--- config.mk ---
export PLATFORM = sky130hd
export DESIGN_NAME = dc_ipu_filter_weights_flat
export DESIGN_NICKNAME = d
export VERILOG_FILES = /design/src/rtl/dc_ipu_filter_weights_if.sv /design/src/rtl/dc_ipu_filter_weights.sv /design/src/flat_wrapper.sv
export SDC_FILE = /design/constraint.sdc
export NUM_CORES = 2
export LEC_CHECK = 0
export ABC_AREA = 1
export CAP_MARGIN = 20
export CELL_PAD_IN_SITES_DETAIL_PLACEMENT = 1
export CELL_PAD_IN_SITES_GLOBAL_PLACEMENT = 2
export CORE_MARGIN = 3
export CORE_UTILIZATION = 26
export CTS_CLUSTER_DIAMETER = 40
export CTS_CLUSTER_SIZE = 40
export DETAILED_ROUTE_END_ITERATION = 10
export PLACE_DENSITY_LB_ADDON = 0.05
export SKIP_LAST_GASP = 1
export SLEW_MARGIN = 20
export SYNTH_ARGS = -nofsm -noshare
export SYNTH_HDL_FRONTEND = slang
export SYNTH_SLANG_ARGS = --single-unit
--- constraint.sdc ---
create_clock -name clk -period 2.1 [get_ports clk]
set_input_delay 0.525 -clock clk [delete_from_list [all_inputs] [get_ports clk]]
set_output_delay 0.525 -clock clk [all_outputs]
set_load 0.005 [all_outputs]
--- src/rtl/dc_ipu_filter_weights_if.sv ---
// rtl/dc_ipu_filter_weights_if.sv - texel/coeff in, texel/weight out handshake bundle of the IPU filter-weight stage
interface dc_ipu_filter_weights_if #(
   parameter int RGB_WIDTH    = 24,
   parameter int COEFF_WIDTH  = 8,
   parameter int WEIGHT_WIDTH = 10
);
   logic                              in_valid;
   logic                              in_ready;
   logic [3:0][3:0][RGB_WIDTH-1:0]    in_texel_matrix;
   logic [COEFF_WIDTH-1:0]            coeff_x;
   logic [COEFF_WIDTH-1:0]            coeff_y;
   logic [1:0]                        mode;
   logic                              out_valid;
   logic                              out_ready;
   logic [3:0][3:0][RGB_WIDTH-1:0]    out_texel_matrix;
   logic [3:0][WEIGHT_WIDTH-1:0]      out_weights_x;
   logic [3:0][WEIGHT_WIDTH-1:0]      out_weights_y;

   modport master (
      output in_valid, in_texel_matrix, coeff_x, coeff_y, mode, out_ready,
      input  in_ready, out_valid, out_texel_matrix, out_weights_x, out_weights_y
   );

   modport slave (
      input  in_valid, in_texel_matrix, coeff_x, coeff_y, mode, out_ready,
      output in_ready, out_valid, out_texel_matrix, out_weights_x, out_weights_y
   );
endinterface

--- src/rtl/dc_ipu_filter_weights.sv ---
// rtl/dc_ipu_filter_weights.sv - 2-stage bubble-free pipe producing nearest/bilinear/point filter weights
module dc_ipu_filter_weights #(
   parameter int RGB_WIDTH          = 24,
   parameter int COEFF_WIDTH        = 8,
   parameter int WEIGHT_WIDTH       = 10,
   parameter int WEIGHT_FRACT_WIDTH = 8
) (
   input  logic                    clk,
   input  logic                    nreset,
   input  logic                    clr,
   dc_ipu_filter_weights_if.slave  bus
);
   typedef logic [3:0][3:0][RGB_WIDTH-1:0] tex_t;
   typedef logic [3:0][WEIGHT_WIDTH-1:0]   wvec_t;
   typedef logic [WEIGHT_FRACT_WIDTH-1:0]  frac_t;

   localparam logic [WEIGHT_WIDTH-1:0] UNIT = WEIGHT_WIDTH'(1) << WEIGHT_FRACT_WIDTH;

   logic  s1_valid, s2_valid;
   logic  s1_load, s2_load;
   tex_t  s1_tex, s2_tex;
   logic [1:0] s1_mode;
   frac_t s1_fx, s1_fy;
   frac_t fx_n, fy_n;
   wvec_t s2_wx, s2_wy;

   // Fraction alignment: keep the MSBs when the coeff is wider, zero-pad when narrower.
   generate
      if (COEFF_WIDTH >= WEIGHT_FRACT_WIDTH) begin : g_trunc
         assign fx_n = bus.coeff_x[COEFF_WIDTH-1 -: WEIGHT_FRACT_WIDTH];
         assign fy_n = bus.coeff_y[COEFF_WIDTH-1 -: WEIGHT_FRACT_WIDTH];
      end else begin : g_pad
         assign fx_n = {bus.coeff_x, {(WEIGHT_FRACT_WIDTH-COEFF_WIDTH){1'b0}}};
         assign fy_n = {bus.coeff_y, {(WEIGHT_FRACT_WIDTH-COEFF_WIDTH){1'b0}}};
      end
   endgenerate

   // Only the two centre taps ever carry weight; taps 0 and 3 stay zero.
   function automatic wvec_t calc_w(input logic [1:0] m, input frac_t f);
      wvec_t w;
      w = '0;
      case (m)
         2'd1: begin
            w[1] = UNIT - WEIGHT_WIDTH'(f);
            w[2] = WEIGHT_WIDTH'(f);
         end
         2'd2: w[1] = UNIT;
         default: begin
            if (f[WEIGHT_FRACT_WIDTH-1]) w[2] = UNIT;
            else                         w[1] = UNIT;
         end
      endcase
      return w;
   endfunction

   assign s2_load      = !s2_valid || bus.out_ready;
   assign s1_load      = !s1_valid || s2_load;
   assign bus.in_ready = s1_load;

   assign bus.out_valid        = s2_valid;
   assign bus.out_texel_matrix = s2_tex;
   assign bus.out_weights_x    = s2_wx;
   assign bus.out_weights_y    = s2_wy;

   always_ff @(posedge clk) begin
      if (!nreset) begin
         s1_valid <= 1'b0;
         s2_valid <= 1'b0;
         s1_tex   <= '0;
         s1_mode  <= '0;
         s1_fx    <= '0;
         s1_fy    <= '0;
         s2_tex   <= '0;
         s2_wx    <= '0;
         s2_wy    <= '0;
      end else if (clr) begin
         // Flush drops both stages and any same-cycle input; data registers hold.
         s1_valid <= 1'b0;
         s2_valid <= 1'b0;
      end else begin
         if (s2_load) begin
            s2_valid <= s1_valid;
            if (s1_valid) begin
               s2_tex <= s1_tex;
               s2_wx  <= calc_w(s1_mode, s1_fx);
               s2_wy  <= calc_w(s1_mode, s1_fy);
            end
         end
         if (s1_load) begin
            s1_valid <= bus.in_valid;
            if (bus.in_valid) begin
               s1_tex  <= bus.in_texel_matrix;
               s1_mode <= bus.mode;
               s1_fx   <= fx_n;
               s1_fy   <= fy_n;
            end
         end
      end
   end
endmodule
--- src/flat_wrapper.sv ---
// flat-port wrapper written by rule: the top's interface ports become plain ports
module dc_ipu_filter_weights_flat 
#(
   parameter int RGB_WIDTH          = 24,
   parameter int COEFF_WIDTH        = 8,
   parameter int WEIGHT_WIDTH       = 10,
   parameter int WEIGHT_FRACT_WIDTH = 8
)
  (clk, nreset, clr, bus_in_valid, bus_in_texel_matrix, bus_coeff_x, bus_coeff_y, bus_mode, bus_out_ready, bus_in_ready, bus_out_valid, bus_out_texel_matrix, bus_out_weights_x, bus_out_weights_y);
  dc_ipu_filter_weights_if #(.RGB_WIDTH(RGB_WIDTH), .COEFF_WIDTH(COEFF_WIDTH), .WEIGHT_WIDTH(WEIGHT_WIDTH)) bus_i ();
  input  logic clk;
  input  logic nreset;
  input  logic clr;
  input wire logic [$bits(bus_i.in_valid)-1:0] bus_in_valid;
  input wire logic [$bits(bus_i.in_texel_matrix)-1:0] bus_in_texel_matrix;
  input wire logic [$bits(bus_i.coeff_x)-1:0] bus_coeff_x;
  input wire logic [$bits(bus_i.coeff_y)-1:0] bus_coeff_y;
  input wire logic [$bits(bus_i.mode)-1:0] bus_mode;
  input wire logic [$bits(bus_i.out_ready)-1:0] bus_out_ready;
  output wire logic [$bits(bus_i.in_ready)-1:0] bus_in_ready;
  output wire logic [$bits(bus_i.out_valid)-1:0] bus_out_valid;
  output wire logic [$bits(bus_i.out_texel_matrix)-1:0] bus_out_texel_matrix;
  output wire logic [$bits(bus_i.out_weights_x)-1:0] bus_out_weights_x;
  output wire logic [$bits(bus_i.out_weights_y)-1:0] bus_out_weights_y;
  assign bus_i.in_valid = bus_in_valid;
  assign bus_i.in_texel_matrix = bus_in_texel_matrix;
  assign bus_i.coeff_x = bus_coeff_x;
  assign bus_i.coeff_y = bus_coeff_y;
  assign bus_i.mode = bus_mode;
  assign bus_i.out_ready = bus_out_ready;
  assign bus_in_ready = bus_i.in_ready;
  assign bus_out_valid = bus_i.out_valid;
  assign bus_out_texel_matrix = bus_i.out_texel_matrix;
  assign bus_out_weights_x = bus_i.out_weights_x;
  assign bus_out_weights_y = bus_i.out_weights_y;
  dc_ipu_filter_weights #(.RGB_WIDTH(RGB_WIDTH), .COEFF_WIDTH(COEFF_WIDTH), .WEIGHT_WIDTH(WEIGHT_WIDTH), .WEIGHT_FRACT_WIDTH(WEIGHT_FRACT_WIDTH)) u_core (.clk(clk), .nreset(nreset), .clr(clr), .bus(bus_i));
endmodule
# Word level (Yosys, flattened, before mapping)
# Index checks and enable logic that the tools add are counted.
# Widths: inputs -> output; s select.
dict set report op_classes {
  n_addsub 2
  n_eq_ne 2
  muxes 8
  bitwise 2
  n_reduce_logical 7
}
# op n
set op_table {}
lappend op_table {{$pmux 10 s2} 2}
lappend op_table {{$mux 9} 4}
lappend op_table {{$pmux 9 s2} 2}
lappend op_table {{$sub 9x8->10 const A} 2}
lappend op_table {{$reduce_and 3->1} 2}
lappend op_table {{$eq 2x1->1 const B} 1}
lappend op_table {{$eq 2x2->1 const B} 1}
lappend op_table {{$logic_not 1->1} 2}
lappend op_table {{$logic_or 1x1->1} 2}
lappend op_table {{$not 1->1} 2}
lappend op_table {{$reduce_or 2->1} 1}
dict set report word_totals {
  reg_bits 828
  input_bits 407
  wordCells 62
}

# Depth between registers and ports, before layout
dict set report logic_depth {
  ltp_word 4
  ltp_mapped 10
  depth_no_buf 8
}

# Worst setup path after synthesis
# No wires, ideal clock.
dict set report synth_timing {
  path_kind {register -> register}
  start {register u_core.s1_mode[0]}
  end {register u_core.s2_wy (netlist bit u_core.bus.out_weights_y[16])}
  arrival_ns 1.395
  setup_slack_ns 0.634
  path_stages_with_launch 8
  n_path_buf 1
  period_less_slack_ns 1.466
  cell_sequence {dfxtp_1 -> inv_1 -> ha_1 -> or2_1 -> nor2_4 -> buf_6 -> nand3_1 -> a21oi_1}
}
dict set report synth_via {
  elab_chain_len 2
}
# item line
set synth_lines {}
lappend synth_lines {{start, declared} dc_ipu_filter_weights.sv:22} ;# logic [1:0] s1_mode;
lappend synth_lines {{start signal, assigned} dc_ipu_filter_weights.sv:93} ;# s1_mode <= bus.mode;
lappend synth_lines {{$eq 2x2->1 / $eq 2x1->1 (equally long branches)} dc_ipu_filter_weights.sv:42} ;# case (m)
lappend synth_lines {{$pmux 10 s2 *} dc_ipu_filter_weights.sv:42}
lappend synth_lines {{end signal, assigned} dc_ipu_filter_weights.sv:86} ;# s2_wy <= calc_w(s1_mode, s1_fy);
lappend synth_lines {{end, declared} dc_ipu_filter_weights.sv:25} ;# wvec_t s2_wx, s2_wy;
# Mark *: on every way between the ends. The rest lies on a longest branch, timed or not.
# A chain may end at the register's enable or synchronous reset.

# Final worst setup path
dict set report layout_timing {
  start {register u_core.s2_tex (netlist bit u_core.bus.out_texel_matrix[369])}
  end {output port bus_out_texel_matrix[369]}
}
# item line
set layout_lines {}
lappend layout_lines {{start, declared} dc_ipu_filter_weights.sv:21} ;# tex_t s1_tex, s2_tex;
lappend layout_lines {{start signal, assigned} dc_ipu_filter_weights.sv:84} ;# s2_tex <= s1_tex;
lappend layout_lines {{end, declared} flat_wrapper.sv:22} ;# output wire logic [$bits(bus_i.out_texel_matrix)-1:0] bus_out_texel_matrix;
# No word-level cell between the ends.

==> impl_metrics.py <==
metrics = {
    "run_status": {
        "outcome": "finished, final reports clean",
    },
    "routing": {
        "drcViolationCount": 0,
        "firstDrtPassIters": 4,
        "vias": 27145,
        "ant_nets": 0,
        "wl_per_cell_um": 19.6,
        "drt-initial-drc-count": 1003,
        "via_per_inst": 4.39,
        "routed_wl_um": 121000,
    },
    "final_layout": {
        "seqCellArea_mm2": 0.0165,
        "fill_cells": 12894,
        "drive_gt1_share_pct": 10.3,
        "final_core_util_pct": 41.1,
        "layout_common_cells": "nor2_1, o21ai_0, dfxtp_1",
        "syn_to_final_growth_pct": 56.4,
        "fin_nets": 4980,
        "final_common_cell": "nor2_1",
        "multi_input_area_mm2": 0.0108,
    },
    "die": {
        "dieArea_mm2": 0.115,
        "boundaryPins": 873,
        "fp-row-count": 121,
        "initial_core_util_pct": 26.3,
        "core_area_mm2": 0.109,
        "die_h_um": 339,
        "die_w_um": 339,
    },
    "sta": {
        "fin_crit_ps": 2020,
        "slew_viol_final": 0,
        "rsz0062_at_grt": "no",
        "fin_skew_ps": 22.2,
        "fmax_mhz": 494,
        "finalSetupTns_ps": 0,
        "fin_crit_sh_pct": 96.4,
        "finalSetupViolCount": 0,
        "hold_violations": 0,
    },
    "setup_path": {
        "worst-path-buf-inv": 1,
        "worstPathRequired_ps": 1570,
        "path_class": "reg -> out",
        "cp_data_arrival_time_ps": 1500,
        "path_cells": "dlygate4sd2_1",
        "crit_path_end_kind": "output pin",
        "path_delay_family": "buffers and inverters",
        "start_kind": "flop",
        "critPathMaxFanout": 2,
        "cp_slowest_stage_delay_ps": 450,
        "crit_slowest_cell": "dlygate4sd2_1",
    },
    "place": {
        "dp_hpwl_um": 90200,
        "gp_congestion": 0.787,
        "portBuffers": 828,
    },
    "cts": {
        "clock_latency_ps": 730,
        "cts_tree": "built",
        "clk_transition_reported_paths_ps": 40,
        "cts_buffers": 155,
        "htree_levels": 4,
        "cts_root_buf": "clkbuf_16",
        "cts_sinks": 822,
        "cts.path.max_buffers": 3,
    },
    "synthesis": {
        "yosysTopAreaCell": "dfxtp_1",
        "synth.cell_area_mm2": 0.0288,
        "synth_top_area_share_pct": 57.2,
        "ys_types": 22,
        "seq_area_frac_synth_pct": 57.2,
        "avgSynthCellArea_um2": 7.81,
        "syn_inst": 3682,
        "yosys_warnings": 0,
        "synth-seq-cells": 822,
        "synth.area.top_cells": "dfxtp_1, nor2_1, o21ai_0",
    },
    "pwr": {
        "ir_worst_vdd_v": 0.000506,
        "powerDensity_mw_per_mm2": 1030,
        "power.leakage_uw": 0.0193,
    },
    "min_path": {
        "hold_path.class": "in -> reg",
    },
    "flow_run": {
        "cap_violations": 0,
    },
    "global_routing": {
        "grt_start_max_net_pins": 90,
        "antenna_found_initial": 39,
        "grt_pass1_vias": 27353,
        "grt_usage_pct": 20.6,
        "grt-ovfl-total": 0,
        "grt_pass1_wl_um": 179000,
    },
}
[layer usage]
| layer | up-vias | routed length, um | track usage, % |
|---|---|---|---|
| met3 | 211 | 9020 | 7.30 |
| li1 | 13583 | - | - |
| met5 | - | 128 | 0 |
| met1 | 12606 | 49500 | 23.4 |
| met2 | 725 | 58800 | 35.5 |
| met4 | 20 | 3820 | 7.54 |
[sequential cells by signal, summed over array words and instances, names as in the netlist]
name,count
u_core.s1_tex,384
u_core.bus.out_weights_x,17
u_core.bus.out_valid,1
u_core.s1_fy,8
u_core.bus.out_weights_y,17
u_core.s1_valid,1
u_core.bus.out_texel_matrix,384
u_core.s1_mode,2
u_core.s1_fx,8
[what timing repair did]
action,in CTS,in global routing
setup buffers,0,0
hold buffers,0,0
endpoints found under the setup margin,422,2
gates resized for setup,460,4
hold endpoints to repair,0,0
pin swaps,0,0
[path summary, 6_finish.rpt]
check        slack (ps)                               end  depth (start not counted)                              from
min reg2reg         460      u_core.bus.out_weights_y[21]                          2      u_core.bus.out_weights_y[21]
max reg2reg         500                  u_core.s1_tex[6]                          8              u_core.bus.out_valid
min                 170  u_core.bus.out_texel_matrix[364]                          3                            nreset
max                  80         bus_out_texel_matrix[369]                          1  u_core.bus.out_texel_matrix[369]
[Yosys cell counts]
cell type / count
a21oi_1: 53
buf_1: 1
buf_2: 125
buf_4: 59
buf_6: 2
clkbuf_1: 131
conb_1: 1
dfxtp_1: 822
ha_1: 4
inv_1: 24
inv_2: 6
nand2_1: 63
nand2_2: 3
nand3_1: 32
nand3_2: 1
nand4_1: 2
nor2_1: 1556
nor2_4: 1
nor3_1: 2
o21ai_0: 792
or2_1: 1
xor2_1: 1
[through the flow]
step           cells  total power [uW]  worst slack [ps]  cell area [um^2]  hold WS [ps]
3_3_place_gp    5888             21000              -206             39900           454
4_1_cts         6172             47200             -77.7             44900          99.5
5_1_grt         6181             48400              9.31             44900           140
6_report        6190             46400              76.1             45000           173
2_1_floorplan   3725             18700               634             28900           450
3_5_place_dp    5888             21100              -220             39900           455
[cell type report]
class / count / share of cell area, %
antenna: 18 / 0.100
clock buffer: 208 / 9.86
clock inverter: 76 / 2.34
inverter: 30 / 0.284
multi-input combinational: 2555 / 24.0
sequential: 822 / 36.7
tap: 1476 / 4.11
timing repair buffer: 1005 / 22.6
[logic make-up after synthesis]
family | share of synthesized area, %
AOI/OAI and AO/OA | 14.7
xor gates and xnor gates | 0.0305
adders and majority gates | 0.174
buffers and inverters | 5.91
DFF | 57.2
other | 0.0130
and+or+nand+nor | 21.9
[where the power goes]
group | switching (uW) | internal (uW)
Sequential | 375 | 16400
Clock | 8530 | 17400
Combinational | 1870 | 1850
No activity file was read; power rests on OpenSTA's default activity.
